[src/rtl/aes_pkg.sv]
// Shared AES datapath types and GF(2^8) helpers (modulus 0x11B).
// The same helpers are used by the forward MixColumns and the key schedule.
package aes_pkg;

    typedef logic [127:0] state_t;
    typedef logic [31:0]  word_t;
    typedef logic [7:0]   byte_t;

    localparam int NUM_COLS = 4;
    localparam int NUM_ROWS = 4;

    function automatic byte_t xtime(input byte_t b);
        return {b[6:0], 1'b0} ^ (b[7] ? 8'h1b : 8'h00);
    endfunction

    // Each inverse coefficient is assembled from the x2/x4/x8 chain of one operand.
    function automatic byte_t gmul9(input byte_t b);
        byte_t x2, x4, x8;
        x2 = xtime(b);
        x4 = xtime(x2);
        x8 = xtime(x4);
        return x8 ^ b;
    endfunction

    function automatic byte_t gmulb(input byte_t b);
        byte_t x2, x4, x8;
        x2 = xtime(b);
        x4 = xtime(x2);
        x8 = xtime(x4);
        return x8 ^ x2 ^ b;
    endfunction

    function automatic byte_t gmuld(input byte_t b);
        byte_t x2, x4, x8;
        x2 = xtime(b);
        x4 = xtime(x2);
        x8 = xtime(x4);
        return x8 ^ x4 ^ b;
    endfunction

    function automatic byte_t gmule(input byte_t b);
        byte_t x2, x4, x8;
        x2 = xtime(b);
        x4 = xtime(x2);
        x8 = xtime(x4);
        return x8 ^ x4 ^ x2;
    endfunction

endpackage

[src/rtl/aes_inv_mixcolumns_seq_if.sv]
// Input/output handshake bundle for the iterative InvMixColumns unit.
interface aes_inv_mixcolumns_seq_if;

    logic           in_valid;
    logic           in_ready;
    aes_pkg::state_t in_state;
    logic           out_valid;
    logic           out_ready;
    aes_pkg::state_t out_state;
    logic           busy;

    modport master (
        output in_valid,
        output in_state,
        output out_ready,
        input  in_ready,
        input  out_valid,
        input  out_state,
        input  busy
    );

    modport slave (
        input  in_valid,
        input  in_state,
        input  out_ready,
        output in_ready,
        output out_valid,
        output out_state,
        output busy
    );

endinterface

[src/rtl/aes_inv_mixcol_word.sv]
// Combinational InvMixColumns on one 32-bit column; byte [31:24] is row 0.
module aes_inv_mixcol_word
    import aes_pkg::*;
(
    input  word_t col_in,
    output word_t col_out
);

    byte_t s [NUM_ROWS];

    // Row gi uses {0e,0b,0d,09} rotated right by gi positions.
    for (genvar gi = 0; gi < NUM_ROWS; gi++) begin : g_row
        assign s[gi] = col_in[31-8*gi -: 8];
        assign col_out[31-8*gi -: 8] = gmule(s[gi])
                                     ^ gmulb(s[(gi+1)%NUM_ROWS])
                                     ^ gmuld(s[(gi+2)%NUM_ROWS])
                                     ^ gmul9(s[(gi+3)%NUM_ROWS]);
    end

endmodule

[src/rtl/aes_inv_mixcolumns_seq.sv]
// Iterative AES InvMixColumns: one column per clock through a shared column
// core, result held on a valid/ready output until accepted.
module aes_inv_mixcolumns_seq
    import aes_pkg::*;
(
    input  logic                     clk,
    input  logic                     rst,
    aes_inv_mixcolumns_seq_if.slave  bus
);

    typedef enum logic [1:0] {
        IDLE = 2'd0,
        BUSY = 2'd1,
        DONE = 2'd2
    } fsm_t;

    fsm_t       state_reg, state_next;
    logic [1:0] col_cnt_reg, col_cnt_next;
    state_t     work_reg, work_next;
    state_t     work_upd;
    word_t      cols [NUM_COLS];
    word_t      col_in;
    word_t      col_out;

    // Column gi of the working state, plus its write-back image when selected.
    for (genvar gi = 0; gi < NUM_COLS; gi++) begin : g_col
        assign cols[gi] = work_reg[127-32*gi -: 32];
        assign work_upd[127-32*gi -: 32] = (col_cnt_reg == 2'(gi)) ? col_out : cols[gi];
    end

    assign col_in = cols[col_cnt_reg];

    aes_inv_mixcol_word u_core (
        .col_in  (col_in),
        .col_out (col_out)
    );

    always_ff @(posedge clk) begin
        if (rst) begin
            state_reg   <= IDLE;
            col_cnt_reg <= 2'd0;
            work_reg    <= '0;
        end else begin
            state_reg   <= state_next;
            col_cnt_reg <= col_cnt_next;
            work_reg    <= work_next;
        end
    end

    always_comb begin
        state_next   = state_reg;
        col_cnt_next = col_cnt_reg;
        work_next    = work_reg;
        case (state_reg)
            IDLE: begin
                if (bus.in_valid) begin
                    work_next    = bus.in_state;
                    col_cnt_next = 2'd0;
                    state_next   = BUSY;
                end
            end
            BUSY: begin
                work_next    = work_upd;
                col_cnt_next = col_cnt_reg + 2'd1;
                if (col_cnt_reg == 2'd3) begin
                    state_next = DONE;
                end
            end
            DONE: begin
                if (bus.out_ready) begin
                    state_next = IDLE;
                end
            end
            default: begin
                state_next = IDLE;
            end
        endcase
    end

    // Outputs come only from registered state, never from in_valid/out_ready.
    assign bus.in_ready  = (state_reg == IDLE);
    assign bus.out_valid = (state_reg == DONE);
    assign bus.busy      = (state_reg != IDLE);
    assign bus.out_state = work_reg;

endmodule

[src/flat_wrapper.sv]
// flat-port wrapper written by rule: the top's interface ports become plain ports
module aes_inv_mixcolumns_seq_flat import aes_pkg::*;
  (clk, rst, bus_in_valid, bus_in_state, bus_out_ready, bus_in_ready, bus_out_valid, bus_out_state, bus_busy);
  aes_inv_mixcolumns_seq_if bus_i ();
  input  logic clk;
  input  logic rst;
  input wire logic [$bits(bus_i.in_valid)-1:0] bus_in_valid;
  input wire logic [$bits(bus_i.in_state)-1:0] bus_in_state;
  input wire logic [$bits(bus_i.out_ready)-1:0] bus_out_ready;
  output wire logic [$bits(bus_i.in_ready)-1:0] bus_in_ready;
  output wire logic [$bits(bus_i.out_valid)-1:0] bus_out_valid;
  output wire logic [$bits(bus_i.out_state)-1:0] bus_out_state;
  output wire logic [$bits(bus_i.busy)-1:0] bus_busy;
  assign bus_i.in_valid = bus_in_valid;
  assign bus_i.in_state = bus_in_state;
  assign bus_i.out_ready = bus_out_ready;
  assign bus_in_ready = bus_i.in_ready;
  assign bus_out_valid = bus_i.out_valid;
  assign bus_out_state = bus_i.out_state;
  assign bus_busy = bus_i.busy;
  aes_inv_mixcolumns_seq u_core (.clk(clk), .rst(rst), .bus(bus_i));
endmodule
[config.mk]
export PLATFORM = sky130hd
export DESIGN_NAME = aes_inv_mixcolumns_seq_flat
export DESIGN_NICKNAME = d
export VERILOG_FILES = /design/src/rtl/aes_pkg.sv /design/src/rtl/aes_inv_mixcolumns_seq_if.sv /design/src/rtl/aes_inv_mixcol_word.sv /design/src/rtl/aes_inv_mixcolumns_seq.sv /design/src/flat_wrapper.sv
export SDC_FILE = /design/constraint.sdc
export NUM_CORES = 1
export LEC_CHECK = 0
export ABC_AREA = 1
export BUFFER_PORTS_ARGS = -buffer_cell sky130_fd_sc_hd__buf_2
export CAP_MARGIN = 10
export CORE_UTILIZATION = 56
export DETAILED_ROUTE_END_ITERATION = 10
export PLACE_DENSITY = 0.87
export SLEW_MARGIN = 20
export SYNTH_ARGS = -nofsm -noshare
export SYNTH_HDL_FRONTEND = slang
export SYNTH_SLANG_ARGS = --single-unit
[constraint.sdc]
create_clock -name clk -period 2.8 [get_ports clk]
set_input_delay 0.42 -clock clk [delete_from_list [all_inputs] [get_ports clk]]
set_output_delay 0.42 -clock clk [all_outputs]
set_load 0.005 [all_outputs]
==> flow_summary.toml, run 1 <==
[detailed_routing]
wirelength_um = 44800
drtIter0Drc = 1861
route.detailed.drc = 0
wire_per_inst_um = 18.0
vias_per_cell = 5.70
drt-pass1-iter-count = 8
antenna_left = 0
vias = 14200

[layout]
nNetsFinal = 2349
fin_cells = 2492
area_growth_pct = 20.6
largest_reg_flops = 128
drive_gt1_share_pct = 21.0
utilization_pct = 69.6
stdcell_area_um2 = 13600
final_cell_mix = "849 x nand2_1, 262 x buf_2, 206 x nand3_1"
final_common_cell = "nand2_1"

[grt]
antenna_found_initial = 2
gr-total-overflow = 0
grt_busiest_layer = "met2"
gr-usage-met1_pct = 58.8
grt_first_pass_wirelength_um = 66500
grt_max_degree = 94
grt_pass1_vias = 12100
grtUsageMet3_pct = 9.77
grtUsageMet2_pct = 62.6
grt_usage_pct = 42.6

[synth]
synth_cell_types = 34
syn-cell-area_um2 = 11300
syn_nets = 2116
ys_seq_area_share_pct = 23.4
ys_ff_latch = 132
ys_warn_count = 0
avgSynthCellArea_um2 = 5.71
syn_inst = 1980

[clock_tree]
cts_tree = "yes"
clockBufferDepth = 2
clock_latency_ps = 430
ctsHoldBuffers = 0
cts_max_level = 4
clkTransAtPathRegs_ps = 70
numCtsBuffers = 17
clock-sinks = 132
cts_root_buf = "clkbuf_16"

[sta]
fmax_mhz = 360
worst_pin_slew_ps = 633
clock_skew_ps = 15.2
finalHoldViolations = 0
finalSetupViolCount = 0
drv_slew = 0
period_minus_slack_ps = 2780
fin_ws_ps = 20.5
tns_ps = 0
rsz0062_at_grt = "yes"
finalCritPeriodShare_pct = 99.3
relSlewSlack_pct = 57.8

[critical_path]
critical_path_class = "register to register"
cp_top_family = "simple AND/OR/NAND/NOR gates"
arrival_ps = 3140
path_buf_inv = 4
path_common_cell = "nand2_1"
cp_max_fo = 23
end_kind = "register"
worstSetupStartpointType = "register"
crit_chain = "inv_2 -> buf_12 -> nand2_1 -> nand3_1 -> nand2_2 -> xnor2_2 -> buf_4 -> xor2_1 -> buf_4 -> xor2_1 -> nand2_1 -> nand2_1 -> nand2_2 -> a21oi_2"
cpPeakStageDelay_ps = 400
crit_path_top_delay_cell = "xnor2_2"
cp.required_ps = 3160

[floorplanning]
initial_core_util_pct = 57.7
coreArea_um2 = 19600
die_area_um2 = 20800
io_pins = 263
rows = 51
die_w_um = 144
die_h_um = 144

[job]
cap_violations = 0

[placed_design]
pre_cts_ws_ps = 124
post-place-cells = 2458
dpl_cell_area_um2 = 12900
place_congestion = 1.06
hpwlAfterDp_um = 34300
io_buffers = 262

[hold_path]
min_path_type = "input port to register"

[power]
peakVddDrop_mv = 0.536
pwr-share-comb_pct = 62.7
switchingPower_mw = 6.56
pwr-share-clk_pct = 18.0
p_leak_nw = 7.98
power_density_nw_per_um2 = 916
switching_share_pct = 52.6
power.internal_mw = 5.93
p_seq_share_pct = 19.3

[status]
status = "finished, final reports clean"
==> Yosys cell counts <==
cell | count | area [um2]
nand2_1 | 860 | 3230
nand3_1 | 218 | 1090
inv_1 | 205 | 769
dfxtp_1 | 132 | 2640
o21ai_0 | 129 | 646
a21oi_1 | 123 | 616
xor2_1 | 53 | 464
clkbuf_1 | 51 | 191
nand2_2 | 48 | 300
xnor2_1 | 36 | 315
inv_2 | 15 | 56.3
buf_2 | 14 | 70.1
buf_6 | 12 | 135
nand2_4 | 11 | 124
nand3_2 | 11 | 110
a31oi_1 | 8 | 50.1
or2_1 | 8 | 50.1
nor2_1 | 7 | 26.3
xnor2_2 | 6 | 97.6
buf_4 | 5 | 37.5
a21oi_2 | 4 | 35.0
ha_1 | 4 | 50.1
xor2_2 | 4 | 65.1
nand4_1 | 3 | 18.8
buf_1 | 2 | 7.51
nand2b_1 | 2 | 12.5
or2_2 | 2 | 12.5
a211oi_1 | 1 | 7.51
a21o_1 | 1 | 7.51
clkinv_1 | 1 | 3.75
nand2_8 | 1 | 20.0
nand3b_1 | 1 | 7.51
o21ai_1 | 1 | 5.00
xnor2_4 | 1 | 27.5
==> final cells by class <==
type | count | area (um2)
multi-input combinational | 1543 | 7540
fill | 1817 | 5960
sequential | 132 | 2650
timing repair buffer | 298 | 1710
inverter | 221 | 832
clock buffer | 18 | 429
tap | 265 | 332
clock inverter | 14 | 141
antenna | 1 | 2.50
==> repair_timing <==
| item | 4_1_cts | 5_1_grt |
|---|---|---|
| setup buffers | 0 | 0 |
| endpoints found under the setup margin | 0 | 66 |
| resized for setup | 0 | 31 |
==> power by group through the flow <==
stage | registers, mW | clock network, mW | logic [mW]
3_5_place_dp | 2.42 | 0 | 7.35
4_1_cts | 2.39 | 2.23 | 7.39
6_report | 2.41 | 2.25 | 7.83
5_1_grt | 2.43 | 2.32 | 8.43
3_3_place_gp | 2.43 | 0 | 7.23
2_1_floorplan | 2.37 | 0 | 5.08
==> kinds of logic after synthesis <==
kind of cell    after synthesis  synth area share (%)
xor+xnor                    100                  8.58
compound gates              267                  12.1
buf+inv                     305                  11.2
flops                       132                  23.4
simple gates               1172                  44.3
fa+ha+maj                     4                 0.443
==> routing by layer <==
metal	part of all wire [%]	wire length, um
met1	39	17600
met2	43	19100
met3	13	6000
met4	4.5	2020
met5	0.029	13
==> path summary, 6_finish.rpt <==
check | from | end | slack, ps | depth (start not counted)
worst min register to register | u_core.bus.out_state[52]$_SDFFE_PP0P_ | u_core.bus.out_state[52]$_SDFFE_PP0P_ | 560 | 2
worst max-delay path | u_core.col_cnt_reg[0]$_SDFFE_PP0P_ | u_core.bus.out_state[57]$_SDFFE_PP0P_ | 20 | 14
worst min-delay path | rst | u_core.state_reg[0]$_SDFFE_PP0P_ | 250 | 2
worst max register to register | u_core.col_cnt_reg[0]$_SDFFE_PP0P_ | u_core.bus.out_state[57]$_SDFFE_PP0P_ | 20 | 14
==> metrics by stage <==
| step | hold slack (ps) | total power, mW |
|---|---|---|
| after floorplan | 489 | 7.45 |
| after global placement | 539 | 9.66 |
| after detailed placement | 547 | 9.77 |
| after CTS | 233 | 12.0 |
| after global routing | 247 | 13.2 |
| final | 246 | 12.5 |
No activity file was read; power rests on OpenSTA's default activity.
==> inputs of run 2 (changes only) <==
CELL_PAD_IN_SITES_DETAIL_PLACEMENT = 1   (was not set)
CELL_PAD_IN_SITES_GLOBAL_PLACEMENT = 2   (was not set)
CORE_UTILIZATION = 28   (was 56)
PLACE_DENSITY = 0.86   (was 0.87)
==> run 2 against run 1 <==
Via count fell by 1.1%. Non-clock buffer count rose by 39. Flip-flop and latch count did not move. Utilization fell by 33 points. Largest power group unchanged.
==> flow_summary.toml, run 2 (synthesis results as in run 1) <==
[layout]
final_common_cell = "nand2_1"
largest_reg_flops = 128
area_growth_pct = 28.8
n_antenna_cell = 0
nNetsFinal = 2388
final_cell_mix = "834 x nand2_1, 262 x buf_2, 208 x nand3_1"
drive_gt1_share_pct = 23.3

[critical_path]
critPathCapture = "u_core.bus.out_state[32]$_SDFFE_PP0P_"
cp_top_family = "simple AND/OR/NAND/NOR gates"
crit_chain = "inv_4 -> clkbuf_16 -> nand2_1 -> nand3_1 -> nand2_1 -> inv_2 -> nand2_1 -> nand2_2 -> xnor2_1 -> xor2_1 -> inv_1 -> or2_1 -> nand3_1 -> a21oi_1"
cpPeakStageDelay_ps = 420
cp_num_cells = 14
cp_max_fo = 20
arrival_ps = 3040
critical_path_class = "register to register"
end_kind = "register"
crit_path_top_delay_cell = "dfxtp_4"
cp.required_ps = 3120
ff2ff_setup_slack_ps = 90
startpoint = "u_core.col_cnt_reg[0]$_SDFFE_PP0P_"
worstSetupStartpointType = "register"
path_common_cell = "nand2_1"
path_buf_inv = 4
r2r_cells = 14
rr_startpoint = "u_core.col_cnt_reg[0]$_SDFFE_PP0P_"
r2r-end = "u_core.bus.out_state[32]$_SDFFE_PP0P_"

[sta]
period_minus_slack_ps = 2710
drv_slew = 0
relSlewSlack_pct = 57.6
finalCritPeriodShare_pct = 97.0
clock_skew_ps = 10.9
timing.hold.ws_ps = 243
finalHoldViolations = 0
fmax_mhz = 368
rsz0062_at_grt = "yes"
finalSetupViolCount = 0
worst_pin_slew_ps = 636
fin_ws_ps = 85.4

[grt]
grt_usage_pct = 26.4
grt_first_pass_wirelength_um = 82800
gr-total-overflow = 0
grt_pass1_vias = 14000
antenna_found_initial = 0
grt_max_degree = 86

[status]
status = "finished, final reports clean"

[clock_tree]
cts_max_level = 4
numCtsBuffers = 17
clockBufferDepth = 2
cts_root_buf = "clkbuf_16"
cts_tree = "yes"
clock-sinks = 132
clock_latency_ps = 450
clkTransAtPathRegs_ps = 60

[power]
p_leak_nw = 8.24
peakVddDrop_mv = 0.484
power.total_mw = 13.6
power_density_nw_per_um2 = 933

[detailed_routing]
vias = 14000
wirelength_um = 55600
antenna_left = 0
vias_per_cell = 5.04
wire_per_inst_um = 19.9
drt-pass1-iter-count = 7
route.detailed.drc = 0
drtIter0Drc = 833

[floorplanning]
rows = 73
coreArea_um2 = 39700
die_w_um = 203
initial_core_util_pct = 28.4
io_pins = 263
die_h_um = 203
die_area_um2 = 41200

[placed_design]
io_buffers = 262
pre_cts_ws_ps = -158
place_congestion = 0.971
hpwlAfterDp_um = 43800

[hold_path]
min_path_type = "input port to register"

[job]
cap_violations = 0
-- run 2: cell type report --
class	instances	area, um2
fill	5346	25200
clock inverter	12	203
timing repair buffer	337	2080
inverter	221	837
clock buffer	19	443
multi-input combinational	1543	7690
sequential	132	2650
tap	525	657
-- run 2: worst register-to-register path, cell delays in order, from the launching register on --
cell       delay, ps
dfxtp_4          420
inv_4             90
clkbuf_16        210
nand2_1           80
nand3_1           60
nand2_1          200
inv_2             90
nand2_1           80
nand2_2          110
xnor2_1          400
xor2_1           260
inv_1             80
or2_1            210
nand3_1          190
a21oi_1          100
-- run 2: power by group --
group / switching, mW / leakage [nW] / internal (mW)
Sequential: 0.300 / 1.10 / 2.14
Combinational: 5.71 / 6.83 / 2.87
Clock: 0.952 / 0.314 / 1.60
-- run 2: metrics by stage --
| stage | setup TNS [ps] | instance area, um2 | util (%) | instances |
|---|---|---|---|---|
| 6_report | 0 | 14600 | 36.6 | 2789 |
| 4_1_cts | 0 | 14200 | 35.8 | 2786 |
| 2_1_floorplan | 0 | 11300 | - | 1980 |
| 3_3_place_gp | -381 | 13500 | 34.1 | 2755 |
| 5_1_grt | -393 | 14600 | 36.6 | 2789 |
| 3_5_place_dp | -917 | 13500 | 34.1 | 2755 |
-- run 2: worst min path at each step --
stage / cells past startpoint / slack (ps) / end / from
6_report: 2 / 240 / u_core.state_reg[1]$_SDFFE_PP0P_ / rst
3_5_place_dp: 2 / 560 / u_core.bus.out_state[107]$_SDFFE_PP0P_ / u_core.bus.out_state[107]$_SDFFE_PP0P_
5_1_grt: 2 / 250 / u_core.state_reg[1]$_SDFFE_PP0P_ / rst
3_3_place_gp: 2 / 550 / u_core.bus.out_state[106]$_SDFFE_PP0P_ / u_core.bus.out_state[106]$_SDFFE_PP0P_
2_1_floorplan: 1 / 490 / u_core.col_cnt_reg[1]$_SDFFE_PP0P_ / rst
4_1_cts: 2 / 220 / u_core.state_reg[0]$_SDFFE_PP0P_ / rst
-- run 2: repair_timing --
item                                    in CTS  in global routing
setup buffers                                0                  1
pin swaps                                    0                  3
hold buffers                                 0                  0
cloned                                       0                  2
endpoints found under the setup margin      18                 93
resized for setup                            6                 63
-- run 2: routing by layer --
metal	GRT usage, %	up-vias	share of wire (%)
li1	-	6750	-
met1	36.9	6835	47
met2	41.4	397	45
met3	3.71	65	4.8
met4	8.75	0	2.8
met5	0	-	0
